### src/rtl/af_contrast_eval.sv
// af_contrast_eval: 6x6 gray-contrast accumulation over 2x2/4x4/6x6 windows and focus window selection
module af_contrast_eval (
    input  logic       clk,
    input  logic       rst,
    input  logic       in_valid,
    output logic       in_ready,
    input  logic [7:0] in_r,
    input  logic [7:0] in_g,
    input  logic [7:0] in_b,
    output logic       out_valid,
    output logic [1:0] out_focus
);
    typedef enum logic [2:0] {IDLE, COLLECT, DIV, DECIDE, OUT} state_t;
    state_t      r_state, w_next;
    logic [2:0]  r_row, r_col;
    logic [5:0][7:0] r_line;
    logic [7:0]  r_left;
    logic [13:0] r_s6;
    logic [12:0] r_s4;
    logic [9:0]  r_s2;
    logic [13:0] r_dvd;
    logic [5:0]  r_rem;
    logic [3:0]  r_cnt;
    logic [1:0]  r_focus;
    logic        w_acc, w_last, w_hv, w_vv, w_h4, w_v4, w_h2, w_v2, w_ge;
    logic [7:0]  w_gray, w_dh, w_dv, w_ch, w_cv;
    logic [8:0]  w_add6, w_add4, w_add2;
    logic [13:0] w_s6_nxt, w_a2, w_a4;
    logic [6:0]  w_trial;
    logic [1:0]  w_dec;

    assign in_ready  = (r_state == IDLE) || (r_state == COLLECT);
    assign out_valid = (r_state == OUT);
    assign out_focus = (r_state == OUT) ? r_focus : 2'd0;
    assign w_acc     = in_valid && in_ready;
    assign w_last    = (r_row == 3'd5) && (r_col == 3'd5);
    assign w_gray    = (in_r >> 2) + (in_g >> 1) + (in_b >> 2);
    assign w_dh      = (w_gray > r_left) ? w_gray - r_left : r_left - w_gray;
    assign w_dv      = (w_gray > r_line[5]) ? w_gray - r_line[5] : r_line[5] - w_gray;
    assign w_hv      = (r_col != 3'd0);
    assign w_vv      = (r_row != 3'd0);
    // a pair lies inside a window only if both endpoints do, so the leading endpoint must be one step inside
    assign w_h4      = w_hv && (r_row >= 3'd1) && (r_row <= 3'd4) && (r_col >= 3'd2) && (r_col <= 3'd4);
    assign w_v4      = w_vv && (r_col >= 3'd1) && (r_col <= 3'd4) && (r_row >= 3'd2) && (r_row <= 3'd4);
    assign w_h2      = (r_row >= 3'd2) && (r_row <= 3'd3) && (r_col == 3'd3);
    assign w_v2      = (r_col >= 3'd2) && (r_col <= 3'd3) && (r_row == 3'd3);
    assign w_ch      = w_hv ? w_dh : 8'd0;
    assign w_cv      = w_vv ? w_dv : 8'd0;
    assign w_add6    = {1'b0, w_ch} + {1'b0, w_cv};
    assign w_add4    = {1'b0, w_h4 ? w_dh : 8'd0} + {1'b0, w_v4 ? w_dv : 8'd0};
    assign w_add2    = {1'b0, w_h2 ? w_dh : 8'd0} + {1'b0, w_v2 ? w_dv : 8'd0};
    assign w_s6_nxt  = r_s6 + {5'd0, w_add6};
    assign w_trial   = {r_rem, r_dvd[13]};
    assign w_ge      = (w_trial >= 7'd36);
    assign w_a2      = {4'd0, r_s2} >> 2;
    assign w_a4      = {1'd0, r_s4} >> 4;
    assign w_dec     = (w_a2 >= w_a4 && w_a2 >= r_dvd) ? 2'd0 :
                       (w_a4 > w_a2 && w_a4 >= r_dvd) ? 2'd1 : 2'd2;

    // state register
    always_ff @(posedge clk or posedge rst) begin
        if (rst) r_state <= IDLE;
        else     r_state <= w_next;
    end

    // next-state logic: frame collect, 14-cycle divide, decide, one-cycle result
    always_comb begin
        w_next = r_state;
        case (r_state)
            IDLE:    if (w_acc) w_next = COLLECT;
            COLLECT: if (w_acc && w_last) w_next = DIV;
            DIV:     if (r_cnt == 4'd13) w_next = DECIDE;
            DECIDE:  w_next = OUT;
            default: w_next = IDLE;
        endcase
    end

    // pixel datapath, accumulators, restoring divider by 36 and focus decision
    always_ff @(posedge clk or posedge rst) begin
        if (rst) begin
            r_row   <= 3'd0;
            r_col   <= 3'd0;
            r_line  <= '0;
            r_left  <= 8'd0;
            r_s6    <= 14'd0;
            r_s4    <= 13'd0;
            r_s2    <= 10'd0;
            r_dvd   <= 14'd0;
            r_rem   <= 6'd0;
            r_cnt   <= 4'd0;
            r_focus <= 2'd0;
        end else begin
            if (w_acc) begin
                r_line <= {r_line[4:0], w_gray};
                r_left <= w_gray;
                r_col  <= (r_col == 3'd5) ? 3'd0 : r_col + 3'd1;
                r_row  <= (r_col == 3'd5) ? r_row + 3'd1 : r_row;
                r_s6   <= w_s6_nxt;
                r_s4   <= r_s4 + {4'd0, w_add4};
                r_s2   <= r_s2 + {1'd0, w_add2};
                if (w_last) begin
                    r_dvd <= w_s6_nxt;
                    r_rem <= 6'd0;
                    r_cnt <= 4'd0;
                end
            end
            if (r_state == DIV) begin
                r_dvd <= {r_dvd[12:0], w_ge};
                r_rem <= w_ge ? w_trial[5:0] - 6'd36 : w_trial[5:0];
                r_cnt <= r_cnt + 4'd1;
            end
            if (r_state == DECIDE) r_focus <= w_dec;
            if (r_state == OUT) begin
                r_row <= 3'd0;
                r_col <= 3'd0;
                r_s6  <= 14'd0;
                r_s4  <= 13'd0;
                r_s2  <= 10'd0;
            end
        end
    end
endmodule

### config.mk
export PLATFORM = sky130hd
export DESIGN_NAME = af_contrast_eval
export DESIGN_NICKNAME = d
export VERILOG_FILES = /design/src/rtl/af_contrast_eval.sv
export SDC_FILE = /design/constraint.sdc
export NUM_CORES = 1
export LEC_CHECK = 0
export CORE_ASPECT_RATIO = 2
export CORE_MARGIN = 1.5
export CORE_UTILIZATION = 68
export CTS_CLUSTER_DIAMETER = 100
export CTS_CLUSTER_SIZE = 24
export DETAILED_ROUTE_END_ITERATION = 10
export GPL_TIMING_DRIVEN = 0
export PLACE_DENSITY = 0.91
export SLEW_MARGIN = 20
export SYNTH_ARGS = -nofsm -noshare
export SYNTH_HDL_FRONTEND = slang
export SYNTH_SLANG_ARGS = --single-unit
export TNS_END_PERCENT = 1
### constraint.sdc
create_clock -name clk -period 8 [get_ports clk]
set_clock_uncertainty 0.1 [all_clocks]
set_input_delay 1.2 -clock clk [delete_from_list [all_inputs] [get_ports clk]]
set_output_delay 1.2 -clock clk [all_outputs]
set_load 0.03 [all_outputs]
==> impl_results.md, run 1 <==
- Outcome: finished, violations left
- Failing checks: negative setup slack
- Crit path max-delay cell type: xnor2_1
- Final ANT Viol Nets: 0
- Synthesized area: about 0.009 mm2
- Top cells by count, synth: nand2_1, dfrtp_1, ha_1
- Maximum clock rate: about 120 MHz
- Worst Setup Path Type: primary input to flop
- DRC violations left: 0
- Site row count: between 50 and 60
- I/O Buffers: 25
- Post-Layout Cell Count: between 1000 and 1500
- Max-slew violations: 0
- Cells after Synth: ~1000
- Worst hold endpoint: r_line[33]
- RSZ-0062 raised after global routing: true
- Largest net degree at the start of global routing: 73
- Crit path DAT: between 8 and 9 ns
- Synth area leaders: dfrtp_1, ha_1, fa_1, nand2_1, o21ai_0
- Net total in the final layout: 1204
- # IOs: 31
- Layout cell share with drive strength beyond 1: about a tenth
- Final Util: between 70% and 80%
- Warnings from Yosys: 0
- Crit start category: primary input
- TritonRoute pass-1 iters: 6
- Ys flop type: dfrtp_1
- Vias: between 8000 and 9000
- All-Layer GR Usage: approximately 43%
- Reg2reg end: r_s4[12]
- Final hold slack: approximately 0.37 ns
- First-pass GRT wire length: 44500 um
- Critical path's largest stage delay: roughly 0.52 ns
- Post-synth EDFFs: 0
- Clk_lat worst skew: between 0.4 and 0.5 ns
- Worst reg2reg startpoint: r_left[3]
- Vias per cell: 6.93
- Final WL: about 30000 um
- Hold Violations, Final: 0
- DP HPWL: roughly 19000 um
- HP Start: r_line[25]
- Top delay family on crit path: adder cells
- Worst Slack Setup Final: -0.0508 ns
- Cell with the most instances after synthesis: nand2_1
- Crit path buf inv count: 7
- Starting Density: about 70%
- Placed Cells: ~1200
- Width of the die: about 84 um
- Reg area: roughly 0.0030 mm2
- Gp weighted congestion: 0.983
- Final setup fails: 2
- Root Buffer: clkbuf_16
- Relative slew slack: between 30% and 40%
- Synth top area share: around 33%
- Worst-margin pin slew: 0.997 ns
- Area of the multi-input gates: roughly 0.0056 mm2
- Syn_nets: around 1100
- Maxcap violations: 0
- R2r setup slk: 2.69 ns
- Yosys reg bits: 120
- CP max FO: 9
- Total CTS buffers: 17
- Area growth, synth to finish: 15.0%
- Hold depth: 2
- Max Root-Sink Buffers: 2
- Setup crit end kind: flop
- Initial antenna violation count: 0
- Drt first-iter violations: 783
- Crit path time final: 8.05 ns
- Register area share after synthesis: around a third
- Filler cell count: 758
- Cell Area, Placed: ~0.0095 mm2
- Worst Hold Class: flop to flop
- Fin crit share: 101%
- GR Overflow Total: 0
- Syn_area_per_cell: ~9.1 um2
- CP Data Required Time: between 8 and 9 ns
- Clock sinks: 120
- Cts hold-fix bufs: 0
- Die Y: between 150 and 200 um
- Leading area contributor after synthesis: dfrtp_1
- WL/cell: 24.5 um
- Yosys cell types: 58
- CTS tree: done
- R2R cell count: 17
- Clock transition at the registers of the reported paths: around 0.060 ns
- Die Area: approximately 0.014 mm2
- Finished Cell Area: 0.0103 mm2
- Max H-tree Level: 4
- Vias in the first global route: 8703
- Ant diodes: 0
- Synth async-reset ratio: 100%
- Core area: 0.0129 mm2
- Most frequent CP cell: ha_1
## cells in the final DEF (no fill, tap or decap), drive strengths merged, types with 14 or more instances in the layout
| cell | instances |
|---|---|
| inv | 82 |
| clkbuf | 46 |
| nand2 | 146 |
| a21oi | 44 |
| a21o | 27 |
| nor2 | 72 |
| buf | 27 |
| clkdlybuf4s50 | 25 |
| fa | 38 |
| xor2 | 14 |
| mux2i | 15 |
| dfrtp | 120 |
| nor3 | 18 |
| xnor2 | 26 |
| o21ai | 72 |
| ha | 95 |
## stage by stage
| stage | setup slack, ns | setup TNS [ns] |
|---|---|---|
| 3_5_place_dp | -0.584 | -3.75 |
| 4_1_cts | 0.0117 | 0 |
| 5_1_grt | -0.299 | -1.81 |
| 6_report | -0.0508 | -0.0691 |
| 3_3_place_gp | -0.461 | -1.77 |
| 2_1_floorplan | 0.852 | 0 |
## repair_timing
action	in CTS	in global routing
endpoints found under the hold margin	0	0
pin swaps	2	5
resized for setup	6	25
setup endpoints to repair	7	25
buffers inserted	0	12
## worst min-delay path: stages, from the launching register on
cell     delay [ns]
dfrtp_1        0.34
nand2_1        0.05
nand2_1        0.05
## registers in the layout (all words and copies together) (netlist names), 4 cells and up
signal / flops
r_left: 8
r_s2: 10
r_line: 40
r_s4: 13
r_s6: 14
r_dvd: 14
r_rem: 6
r_cnt: 4
## cell type report
cell class	instances	share of cell area, %
Inverter	77	2.85
Clock buffer	17	4.12
Timing Repair Buffer	38	3.56
Sequential cell	120	29.1
Clock inverter	15	2.10
Multi-Input combinational cell	747	54.6
Tap cell	152	1.84
Buffer	43	1.83
## worst max-delay path by stage
stage          cells after the start  startpoint  slack, ns   endpoint
3_3_place_gp                      27     in_r[3]      -0.46    r_s4[9]
6_report                          29     in_r[3]      -0.05  r_dvd[10]
3_5_place_dp                      27     in_r[3]      -0.58    r_s4[9]
2_1_floorplan                     26     in_r[3]       0.85    r_s4[9]
4_1_cts                           27     in_r[3]       0.01    r_s4[9]
5_1_grt                           26     in_r[3]      -0.30   r_s4[12]
## metal layers
metal | track usage (%) | share of wire, % | wire length (um)
met5 | 0 | 0 | 0
met4 | 39.3 | 12 | 3680
met3 | 9.94 | 7.3 | 2150
met2 | 75.7 | 50 | 14900
met1 | 39.5 | 30 | 8830
## cell families after synthesis
logic type / after synthesis / share of synthesized area, %
adder cells (fa/ha/maj): 133 / 21.7
buffers and inverters: 120 / 5.32
XOR/XNOR: 40 / 3.90
AND/OR/NAND/NOR: 309 / 15.7
flip-flops: 120 / 33.4
AO/OA/AOI/OAI: 247 / 17.9
multiplexers: 18 / 2.05
Power of run 1 is left out: the tool's default activity adds up to more than one toggle a clock period on the data nets, which glitch-free logic cannot reach.
==> run 2: changes to the inputs <==
ABC_CLOCK_PERIOD_IN_PS = 8000   (was unset)
TNS_END_PERCENT = 50   (was 1)
==> results of run 2 <==
Final layout, timing and power as in run 1 (identical DEF).
Power of run 2 is left out for the same reason.
